**config.mk**
```make
export PLATFORM = sky130hd
export DESIGN_NAME = vec_broadcast_gen_flat
export DESIGN_NICKNAME = d
export VERILOG_FILES = /design/src/rtl/vec_broadcast_gen_pkg.sv /design/src/rtl/vec_broadcast_gen_if.sv /design/src/rtl/vec_broadcast_lane.sv /design/src/rtl/vec_broadcast_gen.sv /design/src/flat_wrapper.sv
export SDC_FILE = /design/constraint.sdc
export NUM_CORES = 1
export LEC_CHECK = 0
export CORE_MARGIN = 3
export CORE_UTILIZATION = 25
export CTS_CLUSTER_SIZE = 28
export DETAILED_ROUTE_END_ITERATION = 8
export PLACE_DENSITY = 0.5
export RECOVER_POWER = 50
export SLEW_MARGIN = 5
export SYNTH_ARGS = -nofsm -noshare
export SYNTH_HDL_FRONTEND = slang
export SYNTH_SLANG_ARGS = --single-unit
```
**constraint.sdc**
```tcl
create_clock -name clk -period 5.28 [get_ports clk]
set_input_delay 1.056 -clock clk [delete_from_list [all_inputs] [get_ports clk]]
set_output_delay 1.056 -clock clk [all_outputs]
set_load 0.005 [all_outputs]
```
**src/rtl/vec_broadcast_gen_pkg.sv**
```systemverilog
// Shared vALU definitions: opcodes, element-width codes, FSM states and
// the lanes-per-beat helper used by the broadcast generator.
package vec_broadcast_gen_pkg;

    localparam logic [1:0] OP_SPLAT = 2'b00;
    localparam logic [1:0] OP_INDEX = 2'b01;
    localparam logic [1:0] OP_SMOVE = 2'b10;

    typedef enum logic [1:0] {
        SEW8  = 2'd0,
        SEW16 = 2'd1,
        SEW32 = 2'd2,
        SEW64 = 2'd3
    } sew_e;

    typedef enum logic {
        IDLE,
        RUN
    } state_e;

    function automatic logic [3:0] lanes_per_beat(input sew_e sew);
        return 4'd8 >> sew;
    endfunction

endpackage

```
**src/rtl/vec_broadcast_gen_if.sv**
```systemverilog
// Command and result-beat signals of the broadcast generator.
interface vec_broadcast_gen_if #(
    parameter int REQ_DATA_WIDTH  = 64,
    parameter int RESP_DATA_WIDTH = 64,
    parameter int REQ_ADDR_WIDTH  = 32,
    parameter int OPSEL_WIDTH     = 2,
    parameter int SEW_WIDTH       = 2,
    parameter int VL_WIDTH        = 11
);
    logic [REQ_DATA_WIDTH-1:0]    in_scalar;
    logic                         in_valid;
    logic                         in_ready;
    logic [OPSEL_WIDTH-1:0]       in_opSel;
    logic [SEW_WIDTH-1:0]         in_sew;
    logic [VL_WIDTH-1:0]          in_vl;
    logic [REQ_ADDR_WIDTH-1:0]    in_addr;
    logic [RESP_DATA_WIDTH-1:0]   out_vec;
    logic [RESP_DATA_WIDTH/8-1:0] out_be;
    logic [REQ_ADDR_WIDTH-1:0]    out_addr;
    logic                         out_valid;
    logic                         out_start;
    logic                         out_end;

    modport master (
        output in_scalar, in_valid, in_opSel, in_sew, in_vl, in_addr,
        input  in_ready, out_vec, out_be, out_addr, out_valid, out_start, out_end
    );

    modport slave (
        input  in_scalar, in_valid, in_opSel, in_sew, in_vl, in_addr,
        output in_ready, out_vec, out_be, out_addr, out_valid, out_start, out_end
    );
endinterface

```
**src/rtl/vec_broadcast_lane.sv**
```systemverilog
// Combinational beat builder: element values and byte enables for one beat.
module vec_broadcast_lane
    import vec_broadcast_gen_pkg::*;
#(
    parameter int DATA_WIDTH = 64,
    parameter int VL_WIDTH   = 11
) (
    input  logic [DATA_WIDTH-1:0]   scalar,
    input  logic [1:0]              op_sel,
    input  logic [1:0]              sew,
    input  logic [VL_WIDTH-1:0]     beat,
    input  logic [VL_WIDTH-1:0]     vl,
    output logic [DATA_WIDTH-1:0]   data,
    output logic [DATA_WIDTH/8-1:0] be
);
    localparam int EW = VL_WIDTH + 3;

    logic [2:0]    lane;
    logic [2:0]    byte_in;
    logic [EW-1:0] elem;
    logic [63:0]   elem_ext;
    logic [7:0]    val;
    logic          en;

    // Work byte by byte: each byte knows its lane and its offset inside the element.
    always_comb begin
        data     = '0;
        be       = '0;
        lane     = '0;
        byte_in  = '0;
        elem     = '0;
        elem_ext = '0;
        val      = '0;
        en       = 1'b0;
        for (int unsigned b = 0; b < DATA_WIDTH / 8; b++) begin
            lane     = 3'(b) >> sew;
            byte_in  = 3'(b) & ~(3'b111 << sew);
            elem     = ({beat, 3'b000} >> sew) + EW'(lane);
            elem_ext = 64'(elem);
            case (op_sel)
                OP_INDEX:           val = elem_ext[{byte_in, 3'b000} +: 8];
                OP_SPLAT, OP_SMOVE: val = scalar[{byte_in, 3'b000} +: 8];
                default:            val = scalar[{byte_in, 3'b000} +: 8];
            endcase
            en = (elem < EW'(vl)) && ((op_sel != OP_SMOVE) || (elem == '0));
            be[b] = en;
            data[b*8 +: 8] = en ? val : 8'h00;
        end
    end

endmodule

```
**src/rtl/vec_broadcast_gen.sv**
```systemverilog
// Vector element generator: expands one scalar command into a stream of
// packed result beats (splat, element index, scalar-to-element-0).
module vec_broadcast_gen
    import vec_broadcast_gen_pkg::*;
#(
    parameter int REQ_DATA_WIDTH  = 64,
    parameter int RESP_DATA_WIDTH = 64,
    parameter int REQ_ADDR_WIDTH  = 32,
    parameter int OPSEL_WIDTH     = 2,
    parameter int SEW_WIDTH       = 2,
    parameter int VL_WIDTH        = 11
) (
    input logic clk,
    input logic rst,
    vec_broadcast_gen_if.slave bus
);
    state_e state, state_nx;

    logic [REQ_DATA_WIDTH-1:0]    cmd_scalar, sel_scalar;
    logic [OPSEL_WIDTH-1:0]       cmd_op, sel_op;
    logic [SEW_WIDTH-1:0]         cmd_sew, sel_sew;
    logic [VL_WIDTH-1:0]          cmd_vl, sel_vl;
    logic [REQ_ADDR_WIDTH-1:0]    cmd_addr, sel_addr, nx_addr;
    logic [VL_WIDTH:0]            cmd_n, sel_n, in_n;
    logic [VL_WIDTH-1:0]          beat, nx_beat;
    logic                         accept, use_new, nx_valid, nx_end;
    logic [RESP_DATA_WIDTH-1:0]   lane_data;
    logic [RESP_DATA_WIDTH/8-1:0] lane_be;

    function automatic logic [VL_WIDTH:0] beat_count(
        input logic [OPSEL_WIDTH-1:0] op,
        input logic [SEW_WIDTH-1:0]   sew,
        input logic [VL_WIDTH-1:0]    vl
    );
        logic [VL_WIDTH:0] padded;
        padded = {1'b0, vl} + (VL_WIDTH+1)'(lanes_per_beat(sew_e'(sew)) - 4'd1);
        if (vl == '0) return '0;
        if (op == OP_SMOVE) return (VL_WIDTH+1)'(1);
        return padded >> (2'd3 - sew);
    endfunction

    always_comb begin
        bus.in_ready = rst && ((state == IDLE) || (bus.out_valid && bus.out_end));
        accept       = bus.in_valid && bus.in_ready;
        in_n         = beat_count(bus.in_opSel, bus.in_sew, bus.in_vl);
    end

    // A command accepted on the last beat chains straight into its beat 0.
    always_comb begin
        state_nx = state;
        use_new  = 1'b0;
        nx_valid = 1'b0;
        nx_beat  = '0;
        unique case (state)
            IDLE: begin
                if (accept && in_n != '0) begin
                    state_nx = RUN;
                    use_new  = 1'b1;
                    nx_valid = 1'b1;
                end
            end
            RUN: begin
                if (bus.out_end) begin
                    if (accept && in_n != '0) begin
                        use_new  = 1'b1;
                        nx_valid = 1'b1;
                    end else begin
                        state_nx = IDLE;
                    end
                end else begin
                    nx_valid = 1'b1;
                    nx_beat  = beat + 1'b1;
                end
            end
            default: state_nx = IDLE;
        endcase
    end

    always_comb begin
        sel_scalar = use_new ? bus.in_scalar : cmd_scalar;
        sel_op     = use_new ? bus.in_opSel  : cmd_op;
        sel_sew    = use_new ? bus.in_sew    : cmd_sew;
        sel_vl     = use_new ? bus.in_vl     : cmd_vl;
        sel_addr   = use_new ? bus.in_addr   : cmd_addr;
        sel_n      = use_new ? in_n          : cmd_n;
        nx_end     = ({1'b0, nx_beat} == sel_n - 1'b1);
        nx_addr    = sel_addr + REQ_ADDR_WIDTH'(nx_beat);
    end

    vec_broadcast_lane #(
        .DATA_WIDTH (REQ_DATA_WIDTH),
        .VL_WIDTH   (VL_WIDTH)
    ) u_lane (
        .scalar (sel_scalar),
        .op_sel (sel_op),
        .sew    (sel_sew),
        .beat   (nx_beat),
        .vl     (sel_vl),
        .data   (lane_data),
        .be     (lane_be)
    );

    always_ff @(posedge clk or negedge rst) begin
        if (!rst) state <= IDLE;
        else      state <= state_nx;
    end

    always_ff @(posedge clk or negedge rst) begin
        if (!rst) begin
            cmd_scalar <= '0;
            cmd_op     <= '0;
            cmd_sew    <= '0;
            cmd_vl     <= '0;
            cmd_addr   <= '0;
            cmd_n      <= '0;
        end else if (use_new) begin
            cmd_scalar <= bus.in_scalar;
            cmd_op     <= bus.in_opSel;
            cmd_sew    <= bus.in_sew;
            cmd_vl     <= bus.in_vl;
            cmd_addr   <= bus.in_addr;
            cmd_n      <= in_n;
        end
    end

    always_ff @(posedge clk or negedge rst) begin
        if (!rst) begin
            beat          <= '0;
            bus.out_valid <= 1'b0;
            bus.out_vec   <= '0;
            bus.out_be    <= '0;
            bus.out_addr  <= '0;
            bus.out_start <= 1'b0;
            bus.out_end   <= 1'b0;
        end else begin
            beat          <= nx_beat;
            bus.out_valid <= nx_valid;
            bus.out_vec   <= nx_valid ? lane_data : '0;
            bus.out_be    <= nx_valid ? lane_be : '0;
            bus.out_addr  <= nx_valid ? nx_addr : '0;
            bus.out_start <= nx_valid && use_new;
            bus.out_end   <= nx_valid && nx_end;
        end
    end

endmodule

```
**src/flat_wrapper.sv**
```systemverilog
// flat-port wrapper written by rule: the top's interface ports become plain ports
module vec_broadcast_gen_flat import vec_broadcast_gen_pkg::*;
#(
    parameter int REQ_DATA_WIDTH  = 64,
    parameter int RESP_DATA_WIDTH = 64,
    parameter int REQ_ADDR_WIDTH  = 32,
    parameter int OPSEL_WIDTH     = 2,
    parameter int SEW_WIDTH       = 2,
    parameter int VL_WIDTH        = 11
)
  (clk, rst, bus_in_scalar, bus_in_valid, bus_in_opSel, bus_in_sew, bus_in_vl, bus_in_addr, bus_in_ready, bus_out_vec, bus_out_be, bus_out_addr, bus_out_valid, bus_out_start, bus_out_end);
  vec_broadcast_gen_if #(.REQ_DATA_WIDTH(REQ_DATA_WIDTH), .RESP_DATA_WIDTH(RESP_DATA_WIDTH), .REQ_ADDR_WIDTH(REQ_ADDR_WIDTH), .OPSEL_WIDTH(OPSEL_WIDTH), .SEW_WIDTH(SEW_WIDTH), .VL_WIDTH(VL_WIDTH)) bus_i ();
  input logic clk;
  input logic rst;
  input wire logic [$bits(bus_i.in_scalar)-1:0] bus_in_scalar;
  input wire logic [$bits(bus_i.in_valid)-1:0] bus_in_valid;
  input wire logic [$bits(bus_i.in_opSel)-1:0] bus_in_opSel;
  input wire logic [$bits(bus_i.in_sew)-1:0] bus_in_sew;
  input wire logic [$bits(bus_i.in_vl)-1:0] bus_in_vl;
  input wire logic [$bits(bus_i.in_addr)-1:0] bus_in_addr;
  output wire logic [$bits(bus_i.in_ready)-1:0] bus_in_ready;
  output wire logic [$bits(bus_i.out_vec)-1:0] bus_out_vec;
  output wire logic [$bits(bus_i.out_be)-1:0] bus_out_be;
  output wire logic [$bits(bus_i.out_addr)-1:0] bus_out_addr;
  output wire logic [$bits(bus_i.out_valid)-1:0] bus_out_valid;
  output wire logic [$bits(bus_i.out_start)-1:0] bus_out_start;
  output wire logic [$bits(bus_i.out_end)-1:0] bus_out_end;
  assign bus_i.in_scalar = bus_in_scalar;
  assign bus_i.in_valid = bus_in_valid;
  assign bus_i.in_opSel = bus_in_opSel;
  assign bus_i.in_sew = bus_in_sew;
  assign bus_i.in_vl = bus_in_vl;
  assign bus_i.in_addr = bus_in_addr;
  assign bus_in_ready = bus_i.in_ready;
  assign bus_out_vec = bus_i.out_vec;
  assign bus_out_be = bus_i.out_be;
  assign bus_out_addr = bus_i.out_addr;
  assign bus_out_valid = bus_i.out_valid;
  assign bus_out_start = bus_i.out_start;
  assign bus_out_end = bus_i.out_end;
  vec_broadcast_gen #(.REQ_DATA_WIDTH(REQ_DATA_WIDTH), .RESP_DATA_WIDTH(RESP_DATA_WIDTH), .REQ_ADDR_WIDTH(REQ_ADDR_WIDTH), .OPSEL_WIDTH(OPSEL_WIDTH), .SEW_WIDTH(SEW_WIDTH), .VL_WIDTH(VL_WIDTH)) u_core (.clk(clk), .rst(rst), .bus(bus_i));
endmodule
```
==> impl_metrics.tcl <==
set metrics [dict create \
    worstSetupStartpointType "input port" \
    grt_remaining_overflow 0 \
    die_x_um 267 \
    result_of_the_run "finished with violations" \
    hold_class "register to register" \
    worst_path_largest_cell_delay_ps 370 \
    layout-area-overhead-vs-synth_pct 71.6 \
    setup-tns-final_ps -72850 \
    place_congestion 0.965 \
    drt-initial-drc-count 1334 \
    post_drt_wl_per_cell_um 21.8 \
    final.setup.worst_slack_ps -1180 \
    violations "capacitance limit, slew limit, setup timing" \
    instances_no_fill 3739 \
    power-per-cell-area_nw_per_um2 803 \
    cp.required_ps 5780 \
    period_minus_slack_ps 6460 \
    setup_repair_after_global_routing_missed_its_margin "yes" \
    avgViaCountPerCell 5.07 \
    fmax_mhz 155 \
    irDropWorstVdd_v 0.000310 \
    worst_setup_path_end_kind "register" \
    synth-edff-count 0 \
    starting_density_pct 25.5 \
    fin_crit_sh_pct 122 \
    die-area_um2 71000 \
    design.final.nets 3080 \
    worstSetupPathType "input port to register" \
    report.final.slew_viol_count 246 \
    synth-seq-area-share_pct 35.5 \
    max_slew.worst_pin.slew_ps 2040 \
    power.leakage_nw 13.3 \
    synthesized_area_per_cell_um2 8.45 \
    number_of_global_route_vias_before_repair 19000 \
    htreeDepth 1 \
    detailed_place_hpwl_mm 62.6 \
    fp_rows 94 \
    cts_tree "yes" \
    first_pass_grt_wire_length_mm 119 \
    max-clock-path-buffers 3 \
    worst-endpoint-arrival_ps 6960 \
    io_buffers 221 \
    fin_worst_hold_slack_ps 465 \
    number_of_instances_in_the_synthesized_netlist 2009 \
    worst_setup_hold_path_clk_slew_ps 60 \
    synthDistinctLibCells 106 \
    grt_util_all_layers_pct 21.9 \
    finalHoldViolations 0 \
    antenna_cells 0 \
    ys_ff_latch 241 \
    initial_antenna_violation_count 0 \
    slew-limit-headroom_pct -36.2 \
    dpl.cell_count 3560 \
    ys_warn_count 0 \
    worst_path_max_delay_cell "nor4_2" \
    io_pins 222 \
    remaining_drc_errors 0 \
    die_height_um 267 \
    timing.critical_path.fanout_max 4 \
    netlist_area_um2 17000 \
    setup_failing_eps_final 95 \
    ys_async_sr_fraction_pct 100 \
    drt_first_pass_iters 5 \
    cts_inserted_buffers 29 \
    final.setup_skew_ps 20.5 \
    largest_net_degree_at_the_start_of_global_routing 145 \
    routed_wl_mm 81.5 \
    detail-route-antenna-nets 0 \
    clock_insertion_delay_at_the_later_pin_of_the_skew_report_ps 580 \
    numClockSinks 241 \
    cts_root_buffer "clkbuf_16" \
    final_layout_size_suffix_gt1_share_pct 39.5 \
    yosys_most_used_dff "dfrtp_1" \
    vias 18900 \
    max_cap_violations 3 \
    core-area_um2 66500 \
    fin_total_pwr_mw 23.4 \
]
[cell usage in the layout (no fill, tap or decap), types with 20 or more instances in the layout]
cell type	netlist	final
xnor2_1	79	56
ha_1	112	78
nand3_1	60	47
clkbuf_16	0	31
nor3_1	45	29
buf_6	5	56
ha_4	0	29
o21ai_0	79	49
nor2_2	2	22
o21ai_1	4	20
nor2_1	169	131
a21o_1	23	22
mux2i_1	58	47
nand2_1	333	312
nand4_1	21	21
a21oi_2	4	41
buf_12	0	23
clkdlybuf4s50_1	0	216
dfrtp_1	241	241
buf_4	5	591
o211ai_1	20	20
a31oi_1	27	24
a21oi_1	156	106
inv_1	84	69
[per-stage QoR]
stage / instance area, um2 / util, % / setup slack (ps)
after floorplan: 17900 / - / -1920
after global placement: 24800 / 37.3 / -2390
after detailed placement: 24800 / 37.3 / -2470
after CTS: 27500 / 41.4 / -1020
after global routing: 29100 / 43.8 / -1400
final: 29100 / 43.8 / -1180
[metal layers]
layer | up-vias | GRT usage, % | share of wire (%)
li1 | 8847 | - | -
met1 | 9400 | 28.6 | 43
met2 | 562 | 37.4 | 48
met3 | 138 | 3.07 | 5.7
met4 | 0 | 6.73 | 3.5
met5 | - | 0 | 0
[critical path, delay by kind of cell]
kind	cells	cell delay [ps]
xor+xnor	1	160
mux	1	290
simple gates	11	1670
buf+inv	10	1030
compound gates	7	1620
fa+ha+maj	4	1110
[repair_timing]
action                                  4_1_cts  5_1_grt
endpoints found under the setup margin      124       99
hold buffers                                  0        0
cloned                                        1        3
pin swaps                                   119      116
gates resized for setup                     277      214
buffers inserted                             68       65
[logic make-up (layout without fill, tap and decap cells)]
family	after synthesis	after routing	synth area share, %
adders and majority gates	114	114	8.49
DFF	241	241	35.5
AOI/OAI and AO/OA	501	501	20.1
other	1	3	0.0221
and+or+nand+nor	780	780	21.3
buffers and inverters	198	1062	4.90
xor gates and xnor gates	105	105	5.42
muxes	69	69	4.22
[Yosys cell counts (8+ instances only)]
library cell  instances  area share [%]
nand2_1             333             7.4
dfrtp_1             241              36
nor2_1              169             3.7
a21oi_1             156             4.6
ha_1                112             8.3
inv_1                84             1.9
o21ai_0              79             2.3
xnor2_1              79             4.1
nand3_1              60             1.8
mux2i_1              58             3.4
clkbuf_1             57             1.3
nor3_1               45             1.3
a31oi_1              27             1.0
xor2_1               26             1.3
a211oi_1             25             1.1
buf_2                24            0.71
a21o_1               23             1.0
nand4_1              21            0.77
and2_1               20            0.74
o211ai_1             20            0.88
and3_1               19            0.70
nor4_1               19            0.70
nand2b_1             15            0.55
nor2b_1              15            0.55
o21a_1               15            0.66
or3_1                15            0.55
buf_1                14            0.31
a2111oi_0            10            0.52
mux2_2               10            0.66
o2111ai_1            10            0.52
and4_1                8            0.41
o21bai_1              8            0.35
or2_2                 8            0.29
[worst paths after layout]
| path | from | end | slack, ps | cells after the start |
|---|---|---|---|---|
| setup reg to reg | u_core.beat[1] | u_core.bus.out_vec[51] | 160 | 23 |
| hold reg to reg | u_core.cmd_scalar[37] | u_core.cmd_scalar[37] | 460 | 2 |
| min in group asynchronous | rst | u_core.cmd_scalar[58] | 1440 | 2 |
| setup / recovery | bus_in_sew[0] | u_core.bus.out_vec[51] | -1180 | 34 |
| max in group asynchronous | rst | u_core.cmd_addr[15] | 920 | 3 |
| hold / removal | u_core.cmd_scalar[37] | u_core.cmd_scalar[37] | 460 | 2 |
[area by class of cell]
type	count	area (um2)
clock inverter	12	179
timing repair buffer	917	8060
fill	6406	37300
tap	864	1080
clock buffer	42	845
inverter	91	372
multi-input combinational	1572	12500
sequential	241	6030
[report_power, final]
group,switching (mW),internal (mW),total [mW]
sequential,0.319,2.70,3.02
clock,0.838,1.30,2.14
combinational,9.49,8.72,18.2
[registers in the layout (all words and copies together), names as in the netlist, 8 cells and up]
| name | flops |
|---|---|
| u_core.bus.out_vec | 64 |
| u_core.cmd_scalar | 64 |
| u_core.bus.out_addr | 32 |
| u_core.cmd_addr | 32 |
| u_core.cmd_n | 12 |
| u_core.beat | 11 |
| u_core.cmd_vl | 11 |
| u_core.bus.out_be | 8 |
Note: power is estimated with default switching activity, not from simulation.
